## src/rtl/util_iic_slave_pkg.sv

```systemverilog
// util_iic_slave_pkg: shared IIC FSM state encodings, ACK/NACK levels and
// pointer helper; usable by master-side IIC modules as well.
package util_iic_slave_pkg;

  typedef enum logic [2:0] {
    ST_IDLE,
    ST_ADDR,
    ST_ADDR_ACK,
    ST_WR_DATA,
    ST_WR_ACK,
    ST_RD_DATA,
    ST_RD_ACK,
    ST_WAIT_STOP
  } iic_state_e;

  localparam logic IIC_ACK  = 1'b0;
  localparam logic IIC_NACK = 1'b1;

  // register pointer increment, wraps 8'hFF -> 8'h00
  function automatic logic [7:0] ptr_inc(input logic [7:0] a);
    return a + 8'd1;
  endfunction

endpackage

```

## src/rtl/util_iic_slave_if.sv

```systemverilog
// util_iic_slave_if: simple_iic bus lines. *_i are line levels,
// *_o/*_ie are drives (ie=1 releases the line, ie=0 drives o).
interface util_iic_slave_if;
  logic scl_i;
  logic sda_i;
  logic scl_o;
  logic scl_ie;
  logic sda_o;
  logic sda_ie;

  modport slave (
    input  scl_i, sda_i,
    output scl_o, scl_ie, sda_o, sda_ie
  );

  modport master (
    output scl_i, sda_i,
    input  scl_o, scl_ie, sda_o, sda_ie
  );
endinterface

```

## src/rtl/util_iic_slave_filter.sv

```systemverilog
// util_iic_filter: 2-FF synchroniser, FILTER_LEN glitch filter and edge
// pulses. Ports: clk, rstn, din (raw line), dout (filtered), rise, fall.
module util_iic_filter #(
  parameter int FILTER_LEN = 3
) (
  input  logic clk,
  input  logic rstn,
  input  logic din,
  output logic dout,
  output logic rise,
  output logic fall
);

  localparam int CW = $clog2(FILTER_LEN + 1);

  logic [1:0]    sync_q;
  logic [CW-1:0] cnt;

  // a new level is taken only after FILTER_LEN consecutive samples of it;
  // dout and its edge pulse update on the same clock
  always_ff @(posedge clk or negedge rstn) begin
    if (!rstn) begin
      sync_q <= 2'b11;
      dout   <= 1'b1;
      cnt    <= '0;
      rise   <= 1'b0;
      fall   <= 1'b0;
    end else begin
      sync_q <= {sync_q[0], din};
      rise   <= 1'b0;
      fall   <= 1'b0;
      if (sync_q[1] == dout) begin
        cnt <= '0;
      end else if (cnt == CW'(FILTER_LEN - 1)) begin
        cnt  <= '0;
        dout <= sync_q[1];
        rise <= sync_q[1];
        fall <= ~sync_q[1];
      end else begin
        cnt <= cnt + 1'b1;
      end
    end
  end

endmodule

```

## src/rtl/util_iic_slave.sv

```systemverilog
// util_iic_slave: IIC register-access slave. Ports: clk, rstn, iic (bus
// lines), reg_addr/reg_wr_en/reg_wr_data/reg_rd_req/reg_rd_data, busy.
module util_iic_slave
  import util_iic_slave_pkg::*;
#(
  parameter logic [6:0] SLAVE_ADDR = 7'h50,
  parameter int         FILTER_LEN = 3
) (
  input  logic                   clk,
  input  logic                   rstn,
  util_iic_slave_if.slave        iic,
  output logic [7:0]             reg_addr,
  output logic                   reg_wr_en,
  output logic [7:0]             reg_wr_data,
  output logic                   reg_rd_req,
  input  logic [7:0]             reg_rd_data,
  output logic                   busy
);

  logic scl_f, scl_rise, scl_fall;
  logic sda_f, sda_rise, sda_fall;

  util_iic_filter #(.FILTER_LEN(FILTER_LEN)) u_scl (
    .clk  (clk),
    .rstn (rstn),
    .din  (iic.scl_i),
    .dout (scl_f),
    .rise (scl_rise),
    .fall (scl_fall)
  );

  util_iic_filter #(.FILTER_LEN(FILTER_LEN)) u_sda (
    .clk  (clk),
    .rstn (rstn),
    .din  (iic.sda_i),
    .dout (sda_f),
    .rise (sda_rise),
    .fall (sda_fall)
  );

  iic_state_e state;
  logic [3:0] bit_cnt;
  logic [7:0] rx;
  logic [7:0] tx;
  logic       rw;
  logic       first;
  logic       mack;
  logic       rd_latch;
  logic       sda_ie_q;

  // an SDA edge coinciding with an SCL edge is neither START nor STOP
  logic scl_edge, start_det, stop_det;
  assign scl_edge  = scl_rise | scl_fall;
  assign start_det = sda_fall & scl_f & ~scl_edge;
  assign stop_det  = sda_rise & scl_f & ~scl_edge;

  assign iic.scl_o  = 1'b1;
  assign iic.scl_ie = 1'b1;
  assign iic.sda_o  = 1'b0;
  assign iic.sda_ie = sda_ie_q;

  always_ff @(posedge clk or negedge rstn) begin
    if (!rstn) begin
      state       <= ST_IDLE;
      bit_cnt     <= '0;
      rx          <= '0;
      tx          <= '0;
      rw          <= 1'b0;
      first       <= 1'b0;
      mack        <= 1'b0;
      rd_latch    <= 1'b0;
      sda_ie_q    <= 1'b1;
      reg_addr    <= '0;
      reg_wr_en   <= 1'b0;
      reg_wr_data <= '0;
      reg_rd_req  <= 1'b0;
      busy        <= 1'b0;
    end else begin
      reg_wr_en  <= 1'b0;
      reg_rd_req <= 1'b0;
      rd_latch   <= reg_rd_req;
      if (reg_wr_en)
        reg_addr <= ptr_inc(reg_addr);
      // read data arrives the cycle after the request; drive its MSB
      if (rd_latch && state == ST_RD_DATA) begin
        tx       <= reg_rd_data;
        sda_ie_q <= reg_rd_data[7];
      end
      if (stop_det) begin
        state    <= ST_IDLE;
        sda_ie_q <= 1'b1;
        busy     <= 1'b0;
      end else if (start_det) begin
        state    <= ST_ADDR;
        bit_cnt  <= '0;
        sda_ie_q <= 1'b1;
      end else begin
        unique case (state)
          ST_ADDR: begin
            if (scl_rise) begin
              rx      <= {rx[6:0], sda_f};
              bit_cnt <= bit_cnt + 4'd1;
            end else if (scl_fall && bit_cnt == 4'd8) begin
              bit_cnt <= '0;
              if (rx[7:1] == SLAVE_ADDR) begin
                rw       <= rx[0];
                busy     <= 1'b1;
                sda_ie_q <= IIC_ACK;
                state    <= ST_ADDR_ACK;
              end else begin
                busy  <= 1'b0;
                state <= ST_WAIT_STOP;
              end
            end
          end
          ST_ADDR_ACK: begin
            if (scl_fall) begin
              sda_ie_q <= 1'b1;
              if (rw) begin
                reg_rd_req <= 1'b1;
                state      <= ST_RD_DATA;
              end else begin
                first <= 1'b1;
                state <= ST_WR_DATA;
              end
            end
          end
          ST_WR_DATA: begin
            if (scl_rise) begin
              rx      <= {rx[6:0], sda_f};
              bit_cnt <= bit_cnt + 4'd1;
            end else if (scl_fall && bit_cnt == 4'd8) begin
              bit_cnt  <= '0;
              sda_ie_q <= IIC_ACK;
              state    <= ST_WR_ACK;
              if (first) begin
                reg_addr <= rx;
                first    <= 1'b0;
              end else begin
                reg_wr_en   <= 1'b1;
                reg_wr_data <= rx;
              end
            end
          end
          ST_WR_ACK: begin
            if (scl_fall) begin
              sda_ie_q <= 1'b1;
              state    <= ST_WR_DATA;
            end
          end
          ST_RD_DATA: begin
            if (scl_rise) begin
              bit_cnt <= bit_cnt + 4'd1;
            end else if (scl_fall) begin
              if (bit_cnt == 4'd8) begin
                bit_cnt  <= '0;
                sda_ie_q <= 1'b1;
                state    <= ST_RD_ACK;
              end else begin
                tx       <= {tx[6:0], 1'b0};
                sda_ie_q <= tx[6];
              end
            end
          end
          ST_RD_ACK: begin
            if (scl_rise) begin
              mack <= sda_f;
            end else if (scl_fall) begin
              if (mack == IIC_NACK) begin
                state <= ST_WAIT_STOP;
              end else begin
                reg_addr   <= ptr_inc(reg_addr);
                reg_rd_req <= 1'b1;
                state      <= ST_RD_DATA;
              end
            end
          end
          default: ;
        endcase
      end
    end
  end

endmodule

```

## src/flat_wrapper.sv

```systemverilog
// flat-port wrapper written by rule: the top's interface ports become plain ports
module util_iic_slave_flat import util_iic_slave_pkg::*;
#(
  parameter logic [6:0] SLAVE_ADDR = 7'h50,
  parameter int         FILTER_LEN = 3
)
  (clk, rstn, reg_addr, reg_wr_en, reg_wr_data, reg_rd_req, reg_rd_data, busy, iic_scl_i, iic_sda_i, iic_scl_o, iic_scl_ie, iic_sda_o, iic_sda_ie);
  util_iic_slave_if iic_i ();
  input  logic clk;
  input  logic rstn;
  output logic [7:0] reg_addr;
  output logic reg_wr_en;
  output logic [7:0] reg_wr_data;
  output logic reg_rd_req;
  input  logic [7:0] reg_rd_data;
  output logic busy;
  input wire logic [$bits(iic_i.scl_i)-1:0] iic_scl_i;
  input wire logic [$bits(iic_i.sda_i)-1:0] iic_sda_i;
  output wire logic [$bits(iic_i.scl_o)-1:0] iic_scl_o;
  output wire logic [$bits(iic_i.scl_ie)-1:0] iic_scl_ie;
  output wire logic [$bits(iic_i.sda_o)-1:0] iic_sda_o;
  output wire logic [$bits(iic_i.sda_ie)-1:0] iic_sda_ie;
  assign iic_i.scl_i = iic_scl_i;
  assign iic_i.sda_i = iic_sda_i;
  assign iic_scl_o = iic_i.scl_o;
  assign iic_scl_ie = iic_i.scl_ie;
  assign iic_sda_o = iic_i.sda_o;
  assign iic_sda_ie = iic_i.sda_ie;
  util_iic_slave #(.SLAVE_ADDR(SLAVE_ADDR), .FILTER_LEN(FILTER_LEN)) u_core (.clk(clk), .rstn(rstn), .iic(iic_i), .reg_addr(reg_addr), .reg_wr_en(reg_wr_en), .reg_wr_data(reg_wr_data), .reg_rd_req(reg_rd_req), .reg_rd_data(reg_rd_data), .busy(busy));
endmodule
```

## config.mk

```make
export PLATFORM = sky130hd
export DESIGN_NAME = util_iic_slave_flat
export DESIGN_NICKNAME = d
export VERILOG_FILES = /design/src/rtl/util_iic_slave_pkg.sv /design/src/rtl/util_iic_slave_if.sv /design/src/rtl/util_iic_slave_filter.sv /design/src/rtl/util_iic_slave.sv /design/src/flat_wrapper.sv
export SDC_FILE = /design/constraint.sdc
export NUM_CORES = 1
export LEC_CHECK = 0
export BUFFER_PORTS_ARGS = -buffer_cell sky130_fd_sc_hd__buf_4
export CORE_MARGIN = 3
export CORE_UTILIZATION = 40
export CTS_BUF_LIST = sky130_fd_sc_hd__clkbuf_8
export CTS_CLUSTER_DIAMETER = 40
export DETAILED_ROUTE_END_ITERATION = 12
export MAX_ROUTING_LAYER = met4
export PLACE_DENSITY = 0.58
export SLEW_MARGIN = 20
export SYNTH_ARGS = -nofsm -noshare
export SYNTH_HDL_FRONTEND = slang
export SYNTH_SLANG_ARGS = --single-unit
```

## constraint.sdc

```tcl
create_clock -name clk -period 2 [get_ports clk]
set_input_delay 0.2 -clock clk [delete_from_list [all_inputs] [get_ports clk]]
set_output_delay 0.2 -clock clk [all_outputs]
set_load 0.01 [all_outputs]
```

---- After elaboration in Yosys (flattened, before gate mapping) ----
Index checks and enable logic that the tools add are counted.
word-level totals
  bits in registers ....................... 61
  input bits .............................. 12
cells by class
  add/sub/neg operators ................... 4
  eq/ne operators ......................... 32
  muxes and demuxes ....................... 91
  bitwise logic cells ..................... 14
  reduce and logical (&&, ||, !) cells .... 19
operator list
  operator               number
  $mux W8                16
  $mux W3                15
  $mux W1                43
  $ne A4 B2 Y1 const B   9
  $mux W4                6
  $pmux W3 S6            1
  $pmux W8 S2            1
  $ne A4 B1 Y1 const B   3
  $reduce_and A12 Y1     1
  $reduce_and A4 Y1      3
  $reduce_and A6 Y1      2
  $mux W2                5
  $eq A3 B3 Y1 const B   3
  $not A1 Y1             9
  $add A8 B1 Y8 const B  1
  $ne A2 B2 Y1 const B   4
  $ne A4 B3 Y1 const B   2
  $pmux W4 S2            1
  $reduce_bool A8 Y1     1
  $eq A7 B7 Y1 const B   1
  $reduce_and A7 Y1      1
  $eq A3 B2 Y1 const B   2
  $reduce_bool A2 Y1     3
  $reduce_and A5 Y1      1
  other kinds (15)       26

---- Longest topological paths before layout ----
Gate-level depths: netlist of run 1.
  word-level depth ........................ 9
  gate-level depth with buffers ........... 8
  depth with buffers taken out ............ 7

---- Cells and area by module ----
A second synthesis of run 1 with hierarchy kept.
unflattened totals
  cells, all modules ...................... 297
  area, all modules ....................... 3,171.8 µm²
modules (own cells, without submodules)
  module           times used  cells each  area each (µm²)  seq. area each (µm²)
  util_iic_slave   1           269         2,683.8          1,152.4
  util_iic_filter  2           14          244.0            178.9

---- Worst setup path before layout of run 1 ----
No wires, ideal clock.
  path kind ............................... register -> register
  start point ............................. register u_core.bit_cnt[0]
  end point ............................... register u_core.reg_wr_data[0]
  setup time .............................. 0.125 ns
  arrival time ............................ 1.687 ns
  setup slack ............................. 0.187 ns
  stages on the path, launching flop included .. 7
  path buffers ............................ 1
  clock period less this slack ............ 1.813 ns
  path through ............................ dfrtp_1 -> inv_1 -> ha_1 -> nand3b_1 -> or4_1 -> buf_6 -> mux2_4
on the way
  word-level cells in the longest chain between the ends .. 3
RTL lines
  item                                line                   source
  start: declaration                  util_iic_slave.sv:42   logic [3:0] bit_cnt;
  start signal: assignment            util_iic_slave.sv:102  bit_cnt <= bit_cnt + 4'd1;
  start signal: assignment            util_iic_slave.sv:131  bit_cnt <= bit_cnt + 4'd1;
  start signal: assignment            util_iic_slave.sv:153  bit_cnt <= bit_cnt + 4'd1;
  $eq A4 B4 Y1                        util_iic_slave.sv:132  end else if (scl_fall && bit_cnt == 4'd8) begin
  $logic_and A1 B1 Y1                 util_iic_slave.sv:132
  $reduce_and A6 Y1 (no source line)  -
  end signal: assignment              util_iic_slave.sv:141  reg_wr_data <= rx;
  end: declaration                    util_iic_slave.sv:14   output logic [7:0] reg_wr_data,
Every way passes these cells.
A chain may end at the register's enable or synchronous reset.

---- Worst setup path after layout of run 1 ----
  start point ............................. register u_core.bit_cnt[1]
  end point ............................... register u_core.reg_wr_data[3]
Same word-level chain as after synthesis.

==> results.md, run 1 <==
- Peak VDD IR: about 530 uV
- Clk buf depth: 2
- Final period util: a little over nine tenths
- Hold Crit Depth: 3
- Crit path from: u_core.bit_cnt[1]
- H-Tree Depth: 3
- Critical Path RT: around 2.2 ns
- CP Capture Type: flop
- Crit path max fanout: 9
- Setup crit end: u_core.reg_wr_data[3]
- Pint: about 2.4 mW
- Clock power frac: roughly 30%
- Total CTS buffers: 9
- RSZ-0062 raised after global routing: yes
- Via/cell ratio: between 5 and 6
- Total track usage: 17.3%
- Initial core utilization: between 40% and 50%
- Post-route cell area: approximately 3700 sq um
- Die Wd: 93.5 um
- Initial antenna violation count: 0
- Input/output buffers: 31
- Leading area contributor after synthesis: dfrtp_1
- Post-Place Cell Area: around 3400 sq um
- Routability cong.: approximately 0.95
- Number of setup violations in the final report: 0
- Max-cap violations: 0
- F_max: 518 MHz
- Post-synth top area share: a little over two fifths
- Logic pwr share: 25.9%
- Storage cell area: roughly 1500 sq um
- First-pass GRT wire length: about 11000 um
- Site Rows: 31
- Remaining DRCs: 0
- Final HPWL DP: 4640 um
- Share of cells above drive strength 1: 29.9%
- N_diodes: 0
- Synth Instances: 281
- Leakage power: 1.75 nW
- Worst reg2reg path startpoint: u_core.bit_cnt[1]
- Worst EP arrival: between 2 and 2.5 ns
- Synth unique cells: 64
- First-pass DRT Iterations: 4
- Footprint of the multi-input gates: roughly 1400 sq um
- Cell with the most instances after synthesis: dfrtp_1
- Reg2reg setup slack: around 0.069 ns
- Post-Route WL: between 6000 and 7000 um
- Slew headroom: around half
- Syn Area/Cell: 10.9 sq um
- CTS tree: built
- Die area: slightly below 9000 sq um
- Sw Share: between 30 and 40%
- CTS sink count: 60
- Final #Nets: around 340
- Fin. Hold Viols: 0
- Asr flop ratio synth: 100%
- Antenna Violating Nets Remaining: 0
- Vias in the first global route: ~2300
- DRT iter0 DRCs: around 120
- Post-synthesis sequential area ratio: 49.4%
- Clk Latency, worst-skew pair: ~0.34 ns
- Switching pwr: 1.21 mW
- Via count: 2263
- Die height: ~93 um
- Final TNS setup: 0 ns
- Status: completed
- IO Count: 35
- Top post-synthesis cells by count: 53 x dfrtp_1, 28 x nand2_1, 16 x o21ai_0, 11 x mux2_2
- Worst min path class: in2reg
- Final min period: ~1.9 ns
- FF+latch count, synth: 60
- Post-Syn Area: 3060 sq um
- Worst Tran Pin Value: ~0.74 ns
- Crit path kind: reg2reg
- Post-synth EDFFs: 0
- Overflow after GRT: 0
- Fill count: approximately 680
- Layout area overhead: 20.5%
- Largest cells by area after synthesis: dfrtp_1 43%, dfstp_2 6.0%, mux2_2 4.0%
- Fin. max-slew vios: 0
- Largest net degree at the start of global routing: 61
- RR Endpoint: u_core.reg_wr_data[3]
- FF-to-FF path depth: 5
- YS warnings: 0
- Root Buffer: clkbuf_8
- Ratio of total power to cell area: approximately 1000 nW/um^2
- Drt wl/cell: around 15 um
- Worst-path clk slew: ~0.08 ns
- Clock skew: 0.00907 ns
- Main synth FF type: dfrtp_1
- Reg power frac: approximately 45%
- Startpoint types: flop
- Core area: roughly 7300 sq um
[power groups by stage]
stage / Combinational [mW] / Sequential [mW] / Clock (mW)
2_1_floorplan: 0.694 / 1.56 / 0
3_3_place_gp: 0.913 / 1.65 / 0
3_5_place_dp: 0.923 / 1.65 / 0
4_1_cts: 0.932 / 1.63 / 1.11
5_1_grt: 1.08 / 1.67 / 1.17
6_report: 0.945 / 1.63 / 1.08
[per-layer routing]
metal | vias up | global-route usage (%) | share of wire (%)
met3 | 4 | 4.51 | 4.1
li1 | 1111 | - | -
met1 | 1107 | 24.8 | 51
met5 | - | - | 0
met4 | 0 | 6.47 | 0.93
met2 | 41 | 23.3 | 44
[logic make-up (layout without fill, tap and decap cells)]
kind of cell	after synthesis	count (layout)	synth area share [%]
and+or+nand+nor	84	84	15.9
AOI/OAI and AO/OA	73	73	16.9
DFF	60	60	49.4
muxes	28	28	11.0
buffers and inverters	26	75	4.01
xor gates and xnor gates	5	5	1.43
adders and majority gates	3	3	1.23
other	2	3	0.245
[worst min-delay path by stage]
stage                             endpoint      startpoint
floorplan                u_core.bit_cnt[0]            rstn
global placement    u_core.u_scl.sync_q[0]       iic_scl_i
detailed placement  u_core.u_sda.sync_q[0]       iic_sda_i
CTS                           u_core.tx[0]  reg_rd_data[0]
global route                  u_core.tx[0]  reg_rd_data[0]
finish                        u_core.tx[0]  reg_rd_data[0]
[state kept, by name (all words and copies together), names as in the netlist, 2 cells and up]
register,flops
u_core.u_sda.sync_q,2
u_core.reg_wr_data,8
u_core.state,3
u_core.u_sda.cnt,2
u_core.u_scl.cnt,2
u_core.tx,7
u_core.u_scl.sync_q,2
u_core.bit_cnt,4
u_core.rx,8
u_core.reg_addr,8
[area by class of cell]
cell class | instances | share of cell area, %
clock inverters | 7 | 1.83
well taps | 99 | 3.36
multi-input cells | 196 | 39.3
inverters | 10 | 1.02
repair buffers | 49 | 10.2
flip-flops and latches | 60 | 41.0
clock buffers | 9 | 3.36
[layout by cell type (no fill, tap or decap), drive strengths merged, types with 2 or more instances in the layout]
master	n
mux2	21
o21ai	22
o21a	3
a21oi	9
and3	5
nor2	10
inv	12
mux2i	7
clkbuf	9
dfrtp	53
a22o	2
dfstp	7
nor3	2
nand2b	8
ha	3
a221o	2
nand2	29
dlygate4sd3	3
buf	46
a21o	3
nor4	3
o22ai	2
conb	3
a2bb2oi	2
nor3b	3
a21boi	2
a32o	4
clkinv	2
o211ai	4
and3b	3
nand3	9
clkinvlp	2
xor2	2
o221ai	2
xnor2	3
a41o	2
a211oi	4
nor2b	4
[through the flow]
stage | hold slack, ns | util [%] | setup WS, ns | power, mW | cells
floorplan | -0.0956 | - | 0.187 | 2.25 | 282
global route | 0.144 | 50.3 | -0.0231 | 3.92 | 430
global placement | 0.309 | 46.9 | 0.0718 | 2.56 | 410
CTS | 0.121 | 49.9 | 0.00968 | 3.68 | 429
finish | 0.140 | 50.3 | 0.0690 | 3.65 | 430
detailed placement | 0.310 | 46.9 | 0.0287 | 2.58 | 410
[worst max-delay path: stages (launching register included)]
cell and delay [ns]:
dfrtp_1 0.40, inv_1 0.06, ha_1 0.14, nand3b_1 0.18
or4_4 0.68, mux2_4 0.33
[repair_timing]
action / CTS / global route
buffers inserted: 0 / 2
gates resized for setup: 0 / 3
hold buffers: 3 / 0
hold endpoints to repair: 55 / 0
endpoints found under the setup margin: 0 / 17
Power figures use the tool's default switching activity.
==> inputs of run 2 (changes only) <==
==> constraint.sdc (replaced) <==
create_clock -name clk -period 1.8 [get_ports clk]
set_input_delay 0.18 -clock clk [delete_from_list [all_inputs] [get_ports clk]]
set_output_delay 0.18 -clock clk [all_outputs]
set_load 0.01 [all_outputs]
==> run 2 against run 1 <==
Compared with the run above: the flow now finishes with violations (negative setup slack); die area unchanged; wire length increased by 8.2%; global-route usage increased by 0.65 points; worst setup slack got worse by 0.12 ns; utilization increased by 3.5 points; clock skew decreased by 0.0023 ns; hold slack got worse by 0.032 ns; sequential power increased by 9%; cell area increased by 7.0%; critical endpoint unchanged; largest power group unchanged.
==> results.md, run 2 (synthesized netlist as in run 1, its figures left out) <==
- F_max: 540 MHz (+4.2%)
- Clock power frac: 28.6% (-0.9 points)
- Logic pwr share: 29.9% (+4.0 points)
- Final #Nets: 364 (+6.7%)
- Worst EP arrival: 2.08 ns (-0.08 ns)
- Via count: 2377 (+5.0%)
- Final min period: 1.85 ns (-0.0785 ns)
- Clock skew: 0.00675 ns (-0.00233 ns)
- Leakage power: 1.88 nW (+7.5%)
- Final Core Density: 53.8% (+3.5 points)
- Most common cell after layout, fill and taps aside: buf_4
- Die area: 8730 sq um (unchanged)
- Crit path from: u_core.bit_cnt[0]
- Initial antenna violation count: 0 (unchanged)
- Total track usage: 17.9% (+0.65 points)
- Max incr delay on CP: 0.50 ns (-0.18 ns)
- Remaining DRCs: 0 (unchanged)
- Metal3 WL: 410 um (+54%)
- Setup crit end: u_core.reg_wr_data[3]
- CP Capture Type: flop
- Vias in the first global route: 2365 (+4.9%)
- RR Endpoint: u_core.reg_wr_data[3]
- Overflow after GRT: 0 (unchanged)
- Max-cap violations: 0 (unchanged)
- Slowest-stage cell, CP: or4_4
- RSZ-0062 raised after global routing: yes
- Clk buf depth: 2 (unchanged)
- Antenna Violating Nets Remaining: 0 (unchanged)
- Post-Route WL: 7130 um (+8.2%)
- Levels on crit path: 6 (+1)
- Die Wd: 93.5 um (unchanged)
- Drt wl/cell: 15.7 um (+2.7%)
- Peak VDD IR: 764 uV (+44%)
- First-pass GRT wire length: 11700 um (+2.9%)
- Worst path top cell family by delay: simple AND/OR/NAND/NOR gates
- Met2 WL post-DR: 3140 um (+9.3%)
- Layout area overhead: 28.9%
- Die height: 93.5 um (unchanged)
- Final TNS setup: -0.318 ns (-0.318 ns)
- Share of cells above drive strength 1: 36.7% (+6.8 points)
- Via/cell ratio: 5.25 (-0.30%)
- Sw Share: 32.8% (-0.29 points)
- H-Tree Depth: 3 (unchanged)
- Failing checks: negative setup slack
- Total CTS buffers: 9 (unchanged)
- Fill count: 643 (-5.2%)
- Max layer used: met4
- Worst min path class: in2reg
- Reg2reg setup slack: -0.05 ns (-0.12 ns)
- Routability cong.: 0.848 (-10%)
- Largest net degree at the start of global routing: 61 (unchanged)
- Input/output buffers: 31 (unchanged)
- First-pass DRT Iterations: 4 (unchanged)
- Ratio of total power to cell area: 1080 nW/um^2 (+9.1%)
- Final period util: 103% (+6.4 points)
- Critical Path RT: 2.03 ns (-0.19 ns)
- Fin. Hold Viols: 0 (unchanged)
- Root Buffer: clkbuf_8
- Crit path buf inv count: 2 (+1)
- Top Registers: u_core.reg_addr (8), u_core.reg_wr_data (8), u_core.rx (8)
- Fin. max-slew vios: 0 (unchanged)
- N_diodes: 0 (unchanged)
- Number of setup violations in the final report: 12 (+12)
- CTS sink count: 60 (unchanged)
- Crit path max fanout: 5 (-4)
- Hold Crit Depth: 3 (unchanged)
- Crit-path cells: inv_1 -> ha_2 -> nand3b_1 -> buf_6 -> or4_4 -> mux2_4
- Slew headroom: 49.5% (-1.1 points)
- Initial core utilization: 41.7% (unchanged)
- Pint: 2.87 mW (+17%)
- Switching pwr: 1.40 mW (+16%)
- Final HPWL DP: 4960 um (+6.9%)
- Met1 wire length: 3490 um (+3.1%)
- IO Count: 35 (unchanged)
- DRT iter0 DRCs: 157 (+35%)
- Core area: 7330 sq um (unchanged)
- Startpoint types: flop
- Crit path kind: reg2reg
- Reg power frac: 41.5% (-3.2 points)
- Setup WS post-layout: -0.0525 ns (-0.121 ns)
- Most frequent cells in the layout: 65 x buf_4, 53 x dfrtp_1, 27 x nand2_1
- Worst-path clk slew: 0.07 ns (about the same)
- Site Rows: 31 (unchanged)
- FF-to-FF path depth: 6 (+1)
- Worst Tran Pin Value: 0.758 ns (+0.0161 ns)
- Clk Latency, worst-skew pair: 0.35 ns (about the same)
- CTS tree: built
- Status: finished, violations left
- Worst reg2reg path startpoint: u_core.bit_cnt[0]
run 2: routing by layer:
metal  GRT usage [%]  vias up
li1                -     1162
met1            25.3     1144
met3            5.71        9
met2            23.6       62
met4            7.45        0
met5               -        -
run 2: what timing repair did:
| action | in CTS | in global routing |
|---|---|---|
| gates cloned | 0 | 1 |
| endpoints found under the setup margin | 16 | 25 |
| hold buffers | 3 | 0 |
| setup buffers | 1 | 2 |
| pin swaps | 0 | 12 |
| hold endpoints to repair | 55 | 0 |
| gates resized for setup | 3 | 13 |
run 2: worst min path at each step:
stage                         from                     end  slack (ns)
floorplan                     rstn       u_core.bit_cnt[0]       -0.12
global placement         iic_scl_i  u_core.u_scl.sync_q[0]        0.29
detailed placement       iic_scl_i  u_core.u_scl.sync_q[0]        0.29
CTS                 reg_rd_data[0]            u_core.tx[0]         0.1
global route        reg_rd_data[0]            u_core.tx[0]        0.10
finish              reg_rd_data[0]            u_core.tx[0]        0.11
run 2: stage by stage:
| stage | power, mW | setup slack, ns | std cells | cell area (sq um) | hold slack, ns |
|---|---|---|---|---|---|
| 5_1_grt | 4.55 | -0.168 | 453 | 3940 | 0.105 |
| 4_1_cts | 4.27 | -0.0862 | 451 | 3880 | 0.0956 |
| 3_3_place_gp | 2.99 | -0.0568 | 431 | 3620 | 0.288 |
| 3_5_place_dp | 3.01 | -0.0941 | 431 | 3620 | 0.289 |
| 2_1_floorplan | 2.50 | 0.00606 | 282 | 3060 | -0.116 |
| 6_report | 4.27 | -0.0525 | 453 | 3940 | 0.108 |
run 2: power groups by stage:
stage | combinational, mW | sequential, mW | clock (mW)
after detailed placement | 1.22 | 1.79 | 0
after global placement | 1.21 | 1.78 | 0
after CTS | 1.23 | 1.76 | 1.27
after floorplan | 0.771 | 1.73 | 0
after global routing | 1.42 | 1.80 | 1.32
final | 1.27 | 1.77 | 1.22
run 2: tightest hold or removal path: cells and delay by family:
family,cells,cell delay (ns)
AO/OA/AOI/OAI,1,0.06
AND/OR/NAND/NOR,1,0.07
buffers and inverters,1,0.11
run 2: final cells by class:
type / instances / area [sq um] / area share (%)
multi-input cells: 197 / 1500 / 38.0
repair buffers: 71 / 569 / 14.4
flip-flops and latches: 60 / 1510 / 38.3
well taps: 99 / 124 / 3.14
clock inverters: 6 / 65.1 / 1.65
inverters: 10 / 37.5 / 0.952
clock buffers: 10 / 138 / 3.49
==> inputs of run 3 (changes only) <==
--- a/config.mk
+++ b/config.mk
@@ -6,7 +6,7 @@
 export NUM_CORES = 1
 export LEC_CHECK = 0
 export BUFFER_PORTS_ARGS = -buffer_cell sky130_fd_sc_hd__buf_4
-export CORE_MARGIN = 3
+export CORE_MARGIN = 5
 export CORE_UTILIZATION = 40
 export CTS_BUF_LIST = sky130_fd_sc_hd__clkbuf_8
 export CTS_CLUSTER_DIAMETER = 40
@@ -16,4 +16,5 @@
 export SLEW_MARGIN = 20
 export SYNTH_ARGS = -nofsm -noshare
 export SYNTH_HDL_FRONTEND = slang
+export SYNTH_HIERARCHICAL = 1
 export SYNTH_SLANG_ARGS = --single-unit
==> run 3 against run 2 <==
Compared with the run above: the run still ends with negative setup slack left; highest routed layer unchanged; cell area rose by 9.1%; critical endpoint is now u_core/reg_addr[6]; non-clock buffer count rose by 22; hold slack got worse by 0.013 ns; wire length rose by 9.9%; via count rose by 11%; critical path depth fell by 1; largest cell class is now multi-input combinational cells; worst setup slack got worse by 0.035 ns.
==> results.md, run 3 <==
- Synth unique cells: 60 (-6.3%)
- Peak VDD IR: 677 uV (-11%)
- Reg power frac: 36.4% (-5.1 points)
- Critical Path RT: 2.03 ns (about the same)
- Crit path kind: reg2reg
- Hold EP: u_core/tx[0]
- Crit path max fanout: 4 (-1)
- First-pass GRT wire length: 12400 um (+6.4%)
- HP Start: reg_rd_data[0]
- Worst EP arrival: 2.12 ns (+0.04 ns)
- Syn Area/Cell: 10.7 sq um (-1.9%)
- RR Endpoint: u_core/reg_addr[6]
- Post-Route WL: 7830 um (+9.9%)
- Clock power frac: 27.8% (-0.8 points)
- Total CTS buffers: 9 (unchanged)
- Top post-synthesis cells by count: 53 x dfrtp_1, 27 x nand2_1, 20 x mux2_2, 18 x o21ai_0, 14 x nand3_1
- First-pass DRT Iterations: 5 (+1)
- CTS sink count: 60 (unchanged)
- Final Core Density: 55.7% (+1.9 points)
- Slew headroom: 49.7% (+0.24 points)
- FF+latch count, synth: 60 (unchanged)
- Routability cong.: 0.889 (+4.9%)
- Worst reg2reg path startpoint: u_core/u_scl/dout
- Share of cells above drive strength 1: 42.3% (+5.6 points)
- Startpoint types: flop
- Post-Syn Area: 3170 sq um (+3.7%)
- Final #Nets: 402 (+10%)
- Top Registers: u_core/reg_addr (8), u_core/reg_wr_data (8), u_core/rx (8)
- Worst Tran Pin Value: 0.755 ns (-0.00355 ns)
- Via count: 2640 (+11%)
- Fin. Hold Viols: 0 (unchanged)
- Non-Filler Instances: 494 (+9.1%)
- Via/cell ratio: 5.34 (+1.8%)
- Remaining DRCs: 0 (unchanged)
- Post-synth top area share: 41.8% (-1.5 points)
- Initial antenna violation count: 0 (unchanged)
- YS warnings: 6 (+6)
- Crit-path cells: or3b_4 -> o21ba_4 -> a221oi_4 -> nand3_1 -> a32o_1
- Most common cell after layout, fill and taps aside: buf_4
- Post-synthesis sequential area ratio: 47.6% (-1.8 points)
- DRT iter0 DRCs: 113 (-28%)
- Max-cap violations: 0 (unchanged)
- Asr flop ratio synth: 100% (unchanged)
- Worst-path clk slew: 0.08 ns (about the same)
- Hold Crit Depth: 3 (unchanged)
- Die area: 9810 sq um (+12%)
- Cell with the most instances after synthesis: dfrtp_1
- Leading area contributor after synthesis: dfrtp_1
- Site Rows: 32 (+3.2%)
- FF-to-FF path depth: 5 (-1)
- Ratio of total power to cell area: 1150 nW/um^2 (+6.0%)
- Power Total: 4.93 mW (+16%)
- IO Count: 35 (unchanged)
- Failing checks: negative setup slack
- Final HPWL DP: 5220 um (+5.2%)
- Clock skew: 0.0134 ns (+0.00666 ns)
- Pint: 3.28 mW (+14%)
- Slowest-stage cell, CP: dfstp_2
- Number of setup violations in the final report: 2 (-10)
- Leakage power: 2.02 nW (+7.5%)
- Die Wd: 99.0 um (+6.0%)
- Clk Latency, worst-skew pair: 0.35 ns (about the same)
- Largest net degree at the start of global routing: 61 (unchanged)
- Die height: 99.0 um (+6.0%)
- Drt wl/cell: 15.9 um (+0.78%)
- Most frequent cells in the layout: 87 x buf_4, 51 x dfrtp_1, 26 x nand2_1
- RSZ-0062 raised after global routing: yes
- Post-synth EDFFs: 0 (unchanged)
- Logic pwr share: 35.7% (+5.8 points)
- CTS tree: built
- Setup WS post-layout: -0.0875 ns (-0.0350 ns)
- CP Capture Type: flop
- Placed cells: 463 (+7.4%)
- Final period util: 105% (+1.9 points)
- Largest cells by area after synthesis: dfrtp_1 42%, mux2_2 7.1%, dfstp_2 5.8%
- Fin. max-slew vios: 0 (unchanged)
- Vias in the first global route: 2508 (+6.0%)
- Max incr delay on CP: 0.54 ns (+0.04 ns)
- Worst min path class: in2reg
- Switching pwr: 1.65 mW (+18%)
- Final min period: 1.89 ns (+0.0350 ns)
- Total track usage: 16.3% (-1.6 points)
- Status: finished, violations left
- Synth Instances: 297 (+5.7%)
- Core area: 7730 sq um (+5.4%)
- N_diodes: 0 (unchanged)
- Input/output buffers: 31 (unchanged)
- Reg2reg setup slack: -0.09 ns (-0.04 ns)
- F_max: 530 MHz (-1.9%)
- Clk buf depth: 2 (unchanged)
- Initial core utilization: 41.0% (-0.68 points)
- Antenna Violating Nets Remaining: 0 (unchanged)
- H-Tree Depth: 3 (unchanged)
- Fill count: 675 (+5.0%)
- Layout area overhead: 35.6%
- Main synth FF type: dfrtp_1
- Sw Share: 33.5% (+0.73 points)
- Overflow after GRT: 0 (unchanged)
- Root Buffer: clkbuf_8
-- run 3: what timing repair did --
| item | 4_1_cts | 5_1_grt |
|---|---|---|
| endpoints found under the hold margin | 55 | 0 |
| pin swaps | 5 | 13 |
| resized for setup | 6 | 31 |
| buffers inserted | 0 | 11 |
| setup endpoints to repair | 7 | 24 |
| cloned | 0 | 1 |
| hold buffers | 3 | 0 |
-- run 3: power by group through the flow --
| stage | sequential (mW) | combinational [mW] | clock [mW] |
|---|---|---|---|
| 4_1_cts | 1.81 | 1.52 | 1.41 |
| 3_5_place_dp | 1.83 | 1.46 | 0 |
| 2_1_floorplan | 1.74 | 0.965 | 0 |
| 3_3_place_gp | 1.82 | 1.46 | 0 |
| 6_report | 1.80 | 1.76 | 1.37 |
| 5_1_grt | 1.84 | 1.89 | 1.48 |
-- run 3: per-layer routing --
layer	share of wire, %	track usage, %
met1	48	22.5
met2	45	23.7
met3	4.4	3.68
met4	2.6	5.67
met5	0	-
-- run 3: critical path, delay by kind of cell (launching register included) --
family / cells / cell delay [ns]
AND/OR/NAND/NOR: 2 / 0.52
flip-flops: 1 / 0.54
AO/OA/AOI/OAI: 3 / 0.72
-- run 3: worst max path at each step --
stage | startpoint | end | cells after the start
finish | u_core/u_scl/dout | u_core/reg_addr[6] | 5
global route | u_core/u_scl/dout | u_core/reg_addr[6] | 5
CTS | u_core/u_scl/dout | u_core/reg_addr[6] | 5
detailed placement | u_core/u_scl/dout | u_core/reg_addr[6] | 5
global placement | u_core/u_scl/dout | u_core/reg_addr[6] | 5
floorplan | u_core/u_scl/dout | u_core/reg_addr[6] | 5
-- run 3: final cells by class --
type	instances	area, sq um	area share [%]
clock inverters	7	101	2.36
flip-flops and latches	60	1510	35.2
repair buffers	93	726	16.9
well taps	102	128	2.97
multi-input cells	212	1670	38.8
inverters	11	41.3	0.960
clock buffers	9	124	2.88
-- run 3: cells by family (layout without fill, tap and decap cells) --
family,Yosys count,in the layout,synth area share [%]
DFF,60,60,47.6
buffers and inverters,26,120,3.83
muxes,34,34,11.8
other,2,3,0.237
AOI/OAI and AO/OA,63,63,14.2
adders and majority gates,3,3,1.18
and+or+nand+nor,98,98,18.1
xor gates and xnor gates,11,11,3.04
-- run 3: metrics by stage --
stage               setup WS [ns]  cell area (sq um)  hold slack (ns)  TNS, ns
CTS                        -0.119               4100           0.0867   -0.282
floorplan                 -0.0440               3180           -0.116  -0.0865
global placement          -0.0680               3820            0.290   -0.204
detailed placement         -0.126               3820            0.289   -0.295
global route               -0.132               4300            0.128   -0.869
finish                    -0.0875               4300           0.0951   -0.136
